--- config.mk ---
export PLATFORM = sky130hd
export DESIGN_NAME = psum_glb_ctrl
export DESIGN_NICKNAME = d
export VERILOG_FILES = /design/src/rtl/psum_glb_ctrl.sv
export SDC_FILE = /design/constraint.sdc
export NUM_CORES = 1
export LEC_CHECK = 0
export BUFFER_PORTS_ARGS = -buffer_cell sky130_fd_sc_hd__clkbuf_2
export CAP_MARGIN = 40
export CORE_MARGIN = 3
export CORE_UTILIZATION = 55
export CTS_CLUSTER_SIZE = 25
export DETAILED_ROUTE_END_ITERATION = 7
export HOLD_SLACK_MARGIN = 0.06
export PLACE_DENSITY = 0.8
export RECOVER_POWER = 100
export SLEW_MARGIN = 15
export SYNTH_ARGS = -nofsm -noshare
export SYNTH_HDL_FRONTEND = slang
export SYNTH_SLANG_ARGS = --single-unit
export TNS_END_PERCENT = 5
--- constraint.sdc ---
create_clock -name i_core_clk -period 5.1 [get_ports i_core_clk]
set_input_delay 1.02 -clock i_core_clk [delete_from_list [all_inputs] [get_ports i_core_clk]]
set_output_delay 1.02 -clock i_core_clk [all_outputs]
set_load 0.01 [all_outputs]
--- src/rtl/psum_glb_ctrl.sv ---
// psum_glb_ctrl: psum global-buffer sequencer; pipelined saturating accumulate
// with same-address forwarding, and a valid/ready range drain through a 2-entry skid buffer.
module psum_glb_ctrl #(
    parameter int DATA_WIDTH = 16,
    parameter int DEPTH      = 193600,
    parameter int ADDR       = $clog2(DEPTH)
) (
    input  logic                  i_core_clk,
    input  logic                  i_reset,
    input  logic                  i_acc_en,
    input  logic                  i_in_valid,
    output logic                  o_in_ready,
    input  logic [ADDR-1:0]       i_in_addr,
    input  logic [DATA_WIDTH-1:0] i_in_data,
    input  logic                  i_in_first,
    input  logic                  i_drain_start,
    input  logic [ADDR-1:0]       i_drain_base,
    input  logic [ADDR-1:0]       i_drain_count,
    output logic                  o_drain_done,
    output logic                  o_out_valid,
    input  logic                  i_out_ready,
    output logic [DATA_WIDTH-1:0] o_out_data,
    output logic                  o_glb_we_a,
    output logic [ADDR-1:0]       o_glb_addr_a,
    output logic [DATA_WIDTH-1:0] o_glb_wdata_a,
    output logic                  o_glb_re_b,
    output logic [ADDR-1:0]       o_glb_addr_b,
    input  logic [DATA_WIDTH-1:0] i_glb_rdata_b,
    output logic                  o_busy
);
    localparam logic [1:0] S_IDLE  = 2'd0;
    localparam logic [1:0] S_ACCUM = 2'd1;
    localparam logic [1:0] S_DRAIN = 2'd2;
    localparam logic [1:0] S_DONE  = 2'd3;
    localparam logic [DATA_WIDTH-1:0] W_MAX = {1'b0, {(DATA_WIDTH-1){1'b1}}};

    logic [1:0]            r_state, w_state_n;
    logic                  r_pend;
    logic                  r_s1_v, r_s1_first, r_s1_fwd;
    logic [ADDR-1:0]       r_s1_addr;
    logic [DATA_WIDTH-1:0] r_s1_data, r_last;
    logic [ADDR-1:0]       r_rd_addr, r_rd_rem, r_out_rem;
    logic                  r_inf;
    logic [1:0]            r_cnt;
    logic [DATA_WIDTH-1:0] r_sk0, r_sk1;

    logic                  w_in_ready, w_acc, w_acc_re, w_dr_re, w_pop, w_last_pop, w_load;
    logic [1:0]            w_occ, w_c1;
    logic [DATA_WIDTH-1:0] w_old, w_sat, w_sum;
    logic [DATA_WIDTH:0]   w_ext;

    assign w_in_ready = !i_reset && r_state == S_ACCUM && !r_pend;
    assign w_acc      = i_in_valid && w_in_ready;
    assign w_acc_re   = w_acc && !i_in_first;
    assign w_pop      = r_cnt != 2'd0 && i_out_ready;
    assign w_last_pop = w_pop && r_out_rem == ADDR'(1);
    assign w_c1       = r_cnt - {1'b0, w_pop};
    // occupancy counts the slot freed by this cycle's pop so a full-rate stream never bubbles
    assign w_occ      = {1'b0, r_inf} + w_c1;
    assign w_dr_re    = r_state == S_DRAIN && r_rd_rem != '0 && w_occ < 2'd2;
    assign w_load     = i_drain_start && (r_state == S_IDLE || (r_state == S_ACCUM && !r_pend));

    assign w_old = r_s1_fwd ? r_last : i_glb_rdata_b;
    assign w_ext = {w_old[DATA_WIDTH-1], w_old} + {r_s1_data[DATA_WIDTH-1], r_s1_data};
    assign w_sat = (w_ext[DATA_WIDTH] != w_ext[DATA_WIDTH-1]) ? (w_ext[DATA_WIDTH] ? ~W_MAX : W_MAX)
                                                              : w_ext[DATA_WIDTH-1:0];
    assign w_sum = r_s1_first ? r_s1_data : w_sat;

    always_comb begin
        w_state_n = r_state;
        case (r_state)
            S_IDLE:  w_state_n = i_drain_start ? S_DRAIN : (i_acc_en && !r_pend) ? S_ACCUM : S_IDLE;
            S_ACCUM: w_state_n = (r_pend && !r_s1_v) ? S_DRAIN :
                                 (!i_acc_en && !r_pend && !i_drain_start && !r_s1_v && !w_acc) ? S_IDLE : S_ACCUM;
            S_DRAIN: w_state_n = (r_out_rem == '0 || w_last_pop) ? S_DONE : S_DRAIN;
            default: w_state_n = S_IDLE;
        endcase
    end

    always_ff @(posedge i_core_clk) begin
        if (i_reset) begin
            r_state    <= S_IDLE;
            r_pend     <= 1'b0;
            r_s1_v     <= 1'b0;
            r_s1_first <= 1'b0;
            r_s1_fwd   <= 1'b0;
            r_s1_addr  <= '0;
            r_s1_data  <= '0;
            r_last     <= '0;
            r_rd_addr  <= '0;
            r_rd_rem   <= '0;
            r_out_rem  <= '0;
            r_inf      <= 1'b0;
            r_cnt      <= 2'd0;
            r_sk0      <= '0;
            r_sk1      <= '0;
        end else begin
            r_state <= w_state_n;
            r_pend  <= r_state == S_ACCUM && w_state_n == S_ACCUM && (r_pend || i_drain_start);
            r_s1_v  <= w_acc;
            if (w_acc) begin
                r_s1_addr  <= i_in_addr;
                r_s1_data  <= i_in_data;
                r_s1_first <= i_in_first;
                r_s1_fwd   <= r_s1_v && r_s1_addr == i_in_addr;
            end
            if (r_s1_v)
                r_last <= w_sum;
            if (w_load) begin
                r_rd_addr <= i_drain_base;
                r_rd_rem  <= i_drain_count;
                r_out_rem <= i_drain_count;
            end else begin
                if (w_dr_re) begin
                    r_rd_addr <= r_rd_addr + ADDR'(1);
                    r_rd_rem  <= r_rd_rem - ADDR'(1);
                end
                if (w_pop)
                    r_out_rem <= r_out_rem - ADDR'(1);
            end
            r_inf <= w_dr_re;
            r_cnt <= w_c1 + {1'b0, r_inf};
            r_sk0 <= (r_inf && w_c1 == 2'd0) ? i_glb_rdata_b : w_pop ? r_sk1 : r_sk0;
            r_sk1 <= (r_inf && w_c1 == 2'd1) ? i_glb_rdata_b : r_sk1;
        end
    end

    assign o_in_ready    = w_in_ready;
    assign o_glb_re_b    = w_acc_re || w_dr_re;
    assign o_glb_addr_b  = w_acc_re ? i_in_addr : w_dr_re ? r_rd_addr : '0;
    assign o_glb_we_a    = r_s1_v;
    assign o_glb_addr_a  = r_s1_addr;
    assign o_glb_wdata_a = r_s1_v ? w_sum : '0;
    assign o_out_valid   = r_cnt != 2'd0;
    assign o_out_data    = r_sk0;
    assign o_drain_done  = r_state == S_DONE;
    assign o_busy        = r_state != S_IDLE || r_s1_v || r_inf || r_cnt != 2'd0;
endmodule

Yosys cells after proc, flatten, opt, wreduce, memory -nomap -nowiden --
Index checks and enable logic that the tools add are counted.
Word-level totals: bits in read-only memories 0, word-level logic and storage cells 95, input port bits 93, RAM bits 0, flip-flop bits (word level) 145, bits in latches 0, memories kept 0, output and inout bits 74
Operators by class: multiplexer cells 21, add/subtract/negate cells 6, bitwise logic cells 0, multipliers 0, divide/modulo/power cells 0, eq/ne operators 8, shifts and indexed selects 0, magnitude comparators 1, reduce and logical (&&, ||, !) cells 44
Operator list (count):
- 2-to-1 mux 18 bit | 8
- 2-to-1 mux 16 bit | 7
- subtractor 18 x 1 -> 18 bit (second input constant) | 2
- logical AND 1 bit | 21
- adder 18 x 1 -> 18 bit (second input constant) | 1
- equality test 18 x 1 -> 1 bit (second input constant) | 1
- equality test 18 bit | 1
- zero test 18 bit | 1
- nonzero test 18 bit | 1
- adder 16 x 16 -> 17 bit | 1
- nonzero test 2 bit | 5
- zero test 1 bit | 7
- logical OR 1 bit | 7
- equality test 2 x 1 -> 1 bit (second input constant) | 3
- one-hot mux 2 bit (3 select lines) | 1
- equality test 2 bit (second input constant) | 2
- zero test 2 bit | 2
- 2-to-1 mux 2 bit | 2
- 2-to-1 mux 1 bit | 3
- adder 2 x 1 -> 2 bit | 1
- < comparator 2 bit (second input constant) | 1
- subtractor 2 x 1 -> 2 bit | 1
- inequality test 1 bit | 1

Depth between registers and ports, before layout --
depth after elaboration 12, depth in mapped cells 15, mapped depth without buffers 13

Worst setup path after synthesis --
No wires, ideal clock.
path kind in2out, start point in i_glb_rdata_b[0], end point out o_glb_wdata_a[14], cell stages on the path 11, required time 4.080 ns, setup slack 0.652 ns, buffers on the path 1, arrival time 3.428 ns, path through mux2_2 ha_1 fa_1 a211oi_1 o211ai_1 a21oi_1 o21ai_0 mux2_4 buf_6 a221oi_1 nor2_1
Between the ends: longest elaborated chain between the ends 6
RTL lines:
- start, declared | line 28 | input logic [DATA_WIDTH-1:0] i_glb_rdata_b,
- 2-to-1 mux 16 bit * | line 63 | assign w_old = r_s1_fwd ? r_last : i_glb_rdata_b;
- adder 16 x 16 -> 17 bit * | line 64 | assign w_ext = {w_old[DATA_WIDTH-1], w_old} + {r_s1_data[DATA_WIDTH-1], r_s1_data};
- 2-to-1 mux 16 bit / inequality test 1 bit (equally long branches) | line 65 | assign w_sat = (w_ext[DATA_WIDTH] != w_ext[DATA_WIDTH-1]) ? (w_ext[DATA_WIDTH] ? ~W_MAX : W_MAX)
- 2-to-1 mux 16 bit * | line 65
- 2-to-1 mux 16 bit * | line 67 | assign w_sum = r_s1_first ? r_s1_data : w_sat;
- 2-to-1 mux 16 bit * | line 133 | assign o_glb_wdata_a = r_s1_v ? w_sum : '0;
- end, declared | line 25 | output logic [DATA_WIDTH-1:0] o_glb_wdata_a,
Mark *: on every way between the ends. The rest lies on a longest branch, timed or not.

Worst setup path after layout --
start point in i_glb_rdata_b[0], end point out o_glb_wdata_a[10]
The elaborated chain is that of the path after synthesis.

==> flow_summary.toml <==
[outcome]
run_status = "finished with violations"
failed_checks = "capacitance limit, slew limit"

[logic_synthesis]
synth.area.top_cells = "sky130_fd_sc_hd__dfxtp_1, sky130_fd_sc_hd__nand2_1, sky130_fd_sc_hd__a21oi_1"
post_synth_top_area_cell = "sky130_fd_sc_hd__dfxtp_1"
postSynthCellCount = 949
syn_area_per_cell_um2 = 8.259
number_of_warnings_reported_in_the_yosys_synthesis_log = 0
synth_seq_cells = 145
synth.cell_area_um2 = 7838
post_synthesis_net_count = 1066
yosys.cell_types.count = 71
share_of_synthesized_flip_flops_with_an_asynchronous_set_or_reset = 0
number_of_enable_type_register_cells_in_the_synthesized_netlist = 0
part_of_the_yosys_area_used_for_sequential_elements = 0.3704
synth.top_cell.area_share = 0.3704
synth_top_flop_cell = "sky130_fd_sc_hd__dfxtp_1"

[timing]
timing_hold_violations_final = 0
grt_setup_unrepaired = "false"
clock.fmax_mhz = 203.8
worst-slew-pin-transition_ns = 2.372
slew_headroom = -0.5814
report.final.slew_viol_count = 211
setup-tns-final_ns = 0
fin_crit_ns = 4.908
finalClockSkew_ns = 0.006673
setup-violations-final = 0
finalCritPeriodShare = 0.9623

[cts]
clk_pin_slew_worst_paths_ns = 0.06
clock_buffers_created_by_tritoncts = 17
htree_levels = 4
clk_path_buf_depth = 2
clk-insertion-delay-late_ns = 0.44
cts_tree = "yes"
tritoncts_num_sinks = 145
ctsRootBufferMaster = "sky130_fd_sc_hd__clkbuf_16"

[route]
routed_wl_mm = 22.51
number_of_remaining_drc_errors = 0
avgViaCountPerCell = 5.913
vias = 7610
drt-wirelength-per-cell_um = 17.49
drt_pass1_iterations = 6
route.antenna.remaining_nets = 0
dr.first_iter.drc_count = 552

[setup_path]
worstSetupEndpointType = "output pin"
critical_path_peak_fanout = 12
worstPathArrival_ns = 3.89
crit_type = "primary input to output pin"
kind_of_launch_point_of_the_worst_setup_path = "primary input"
worst-endpoint-required_ns = 4.08

[grt]
grt_pass1_wl_mm = 35.89
grt_antenna_before_repair = 0
grt-ovfl-total = 0
grt_start_max_net_pins = 80
first_global_vias = 6959
grt_util_all_layers = 0.2813

[floorplanning]
die-width_um = 125.4
die_area_um2 = 15720
core-area_um2 = 13610
design.portCount = 167
die_span_y_um = 125.4
placement_rows = 42
initial_utilization = 0.5758

[cells_and_area]
postLayoutCellArea_um2 = 9320
syn2layout_area_growth_pct = 18.92
num-fill-cells = 1226
drive_gt1_frac = 0.1584
design.final.nets = 1215
layoutNonFillerInstCount = 1287
seq_area_um2 = 2904
multi_input_comb_area_um2 = 4587
final_antenna_diode_count = 0

[power_and_ir_drop]
leakagePower_uw = 0.003531
power.density_cell_area_nw_per_um2 = 364.4
peakVddDrop_mv = 0.3201

[placement]
numPlacedInstances = 1255
numPortBuffers = 166
hpwl_mm = 16.19
placedInstanceArea_um2 = 8820
gp_congestion = 1.009

[flow_run]
maxCapViolations = 4

[worst_hold_path]
min_path_type = "flop to flop"
[worst max-delay path: stages]
cell and delay [ns]:
sky130_fd_sc_hd__clkbuf_2 0.12, sky130_fd_sc_hd__mux2_2 0.27, sky130_fd_sc_hd__ha_1 0.24, sky130_fd_sc_hd__fa_1 0.43, sky130_fd_sc_hd__a211oi_1 0.29, sky130_fd_sc_hd__o211ai_1 0.16, sky130_fd_sc_hd__a21oi_1 0.21, sky130_fd_sc_hd__o21ai_0 0.15
sky130_fd_sc_hd__and2_1 0.34, sky130_fd_sc_hd__a221oi_1 0.42, sky130_fd_sc_hd__nor2_1 0.10, sky130_fd_sc_hd__clkbuf_2 0.14
[report_power, final]
part | switching [uW] | total (uW) | internal, uW
registers | 79.8 | 1310 | 1230
logic | 421 | 695 | 274
clock network | 521 | 1390 | 874
[area by class of cell]
type	instances	share of cell area
flip-flops and latches	145	0.3116
inverters	21	0.008458
multi-input cells	728	0.4921
well taps	176	0.02363
clock buffers	17	0.04564
repair buffers	185	0.09370
clock inverters	15	0.02484
[layer usage]
metal / global-route usage / share of wire / vias up / wire length (um)
li1: - / - / 3698 / -
met1: 0.3851 / 0.45 / 3557 / 10130
met2: 0.4407 / 0.46 / 314 / 10250
met3: 0.06311 / 0.073 / 41 / 1647
met4: 0.09566 / 0.021 / 0 / 482
met5: 0 / 0 / - / 0
[per-stage QoR]
stage	utilization	power, uW	setup WS, ns	hold WS (ns)
2_1_floorplan	-	1810	0.6523	0.4485
3_3_place_gp	0.6458	2020	0.3076	0.4631
3_5_place_dp	0.6480	2040	0.2487	0.4673
4_1_cts	0.6963	3428	0.2286	0.4806
5_1_grt	0.6848	3540	0.01058	0.5026
6_report	0.6848	3396	0.1924	0.4809
[Yosys cell counts (19+ instances only)]
master and instances:
sky130_fd_sc_hd__nand2_1 159, sky130_fd_sc_hd__dfxtp_1 145, sky130_fd_sc_hd__a21oi_1 94, sky130_fd_sc_hd__nor2_1 82, sky130_fd_sc_hd__clkbuf_1 44, sky130_fd_sc_hd__xnor2_1 38, sky130_fd_sc_hd__o21ai_0 30, sky130_fd_sc_hd__xor2_1 28
sky130_fd_sc_hd__a211oi_1 23, sky130_fd_sc_hd__ha_1 23, sky130_fd_sc_hd__a311oi_1 20, sky130_fd_sc_hd__inv_1 19
[final timing paths]
check,from,end,slack (ns),cells past startpoint
worst max-delay path,i_glb_rdata_b[0],o_glb_wdata_a[10],0.19,12
worst min-delay path,r_sk1[15],o_out_data[15],0.48,2
worst max register to register,r_cnt[1],r_rd_rem[11],0.60,15
worst min register to register,r_sk1[15],o_out_data[15],0.48,2
[layout by cell type, fill, tap and decap left out, types with 19 or more instances in the layout]
cell	n
sky130_fd_sc_hd__nand2_1	159
sky130_fd_sc_hd__dfxtp_1	144
sky130_fd_sc_hd__clkbuf_2	101
sky130_fd_sc_hd__a21oi_1	95
sky130_fd_sc_hd__nor2_1	82
sky130_fd_sc_hd__clkbuf_1	74
sky130_fd_sc_hd__xnor2_1	38
sky130_fd_sc_hd__o21ai_0	30
sky130_fd_sc_hd__xor2_1	28
sky130_fd_sc_hd__a211oi_1	23
sky130_fd_sc_hd__ha_1	23
sky130_fd_sc_hd__a311oi_1	20
sky130_fd_sc_hd__inv_1	19
[cells by family after synthesis]
kind of cell | Yosys count | share of synthesized area
simple gates | 342 | 0.2004
fa+ha+maj | 24 | 0.03927
compound gates | 259 | 0.2217
buf+inv | 76 | 0.04087
xor+xnor | 69 | 0.08078
flops | 145 | 0.3704
mux | 34 | 0.04661
[state kept, by name (all words and copies together) (netlist names)]
signal        cells
o_glb_addr_a     18
r_out_rem        18
r_rd_addr        18
r_rd_rem         18
o_out_data       16
r_last           16
r_s1_data        16
r_sk1            16
r_cnt             2
r_state           2
o_glb_we_a        1
r_inf             1
r_pend            1
r_s1_first        1
r_s1_fwd          1
[timing repair]
| action | 4_1_cts | 5_1_grt |
|---|---|---|
| endpoints found under the hold margin | 0 | 0 |
| setup endpoints to repair | 0 | 4 |
| hold buffers | 0 | 0 |
| buffers inserted | 0 | 0 |
| resized for setup | 0 | 2 |
No activity file was read; power rests on OpenSTA's default activity.
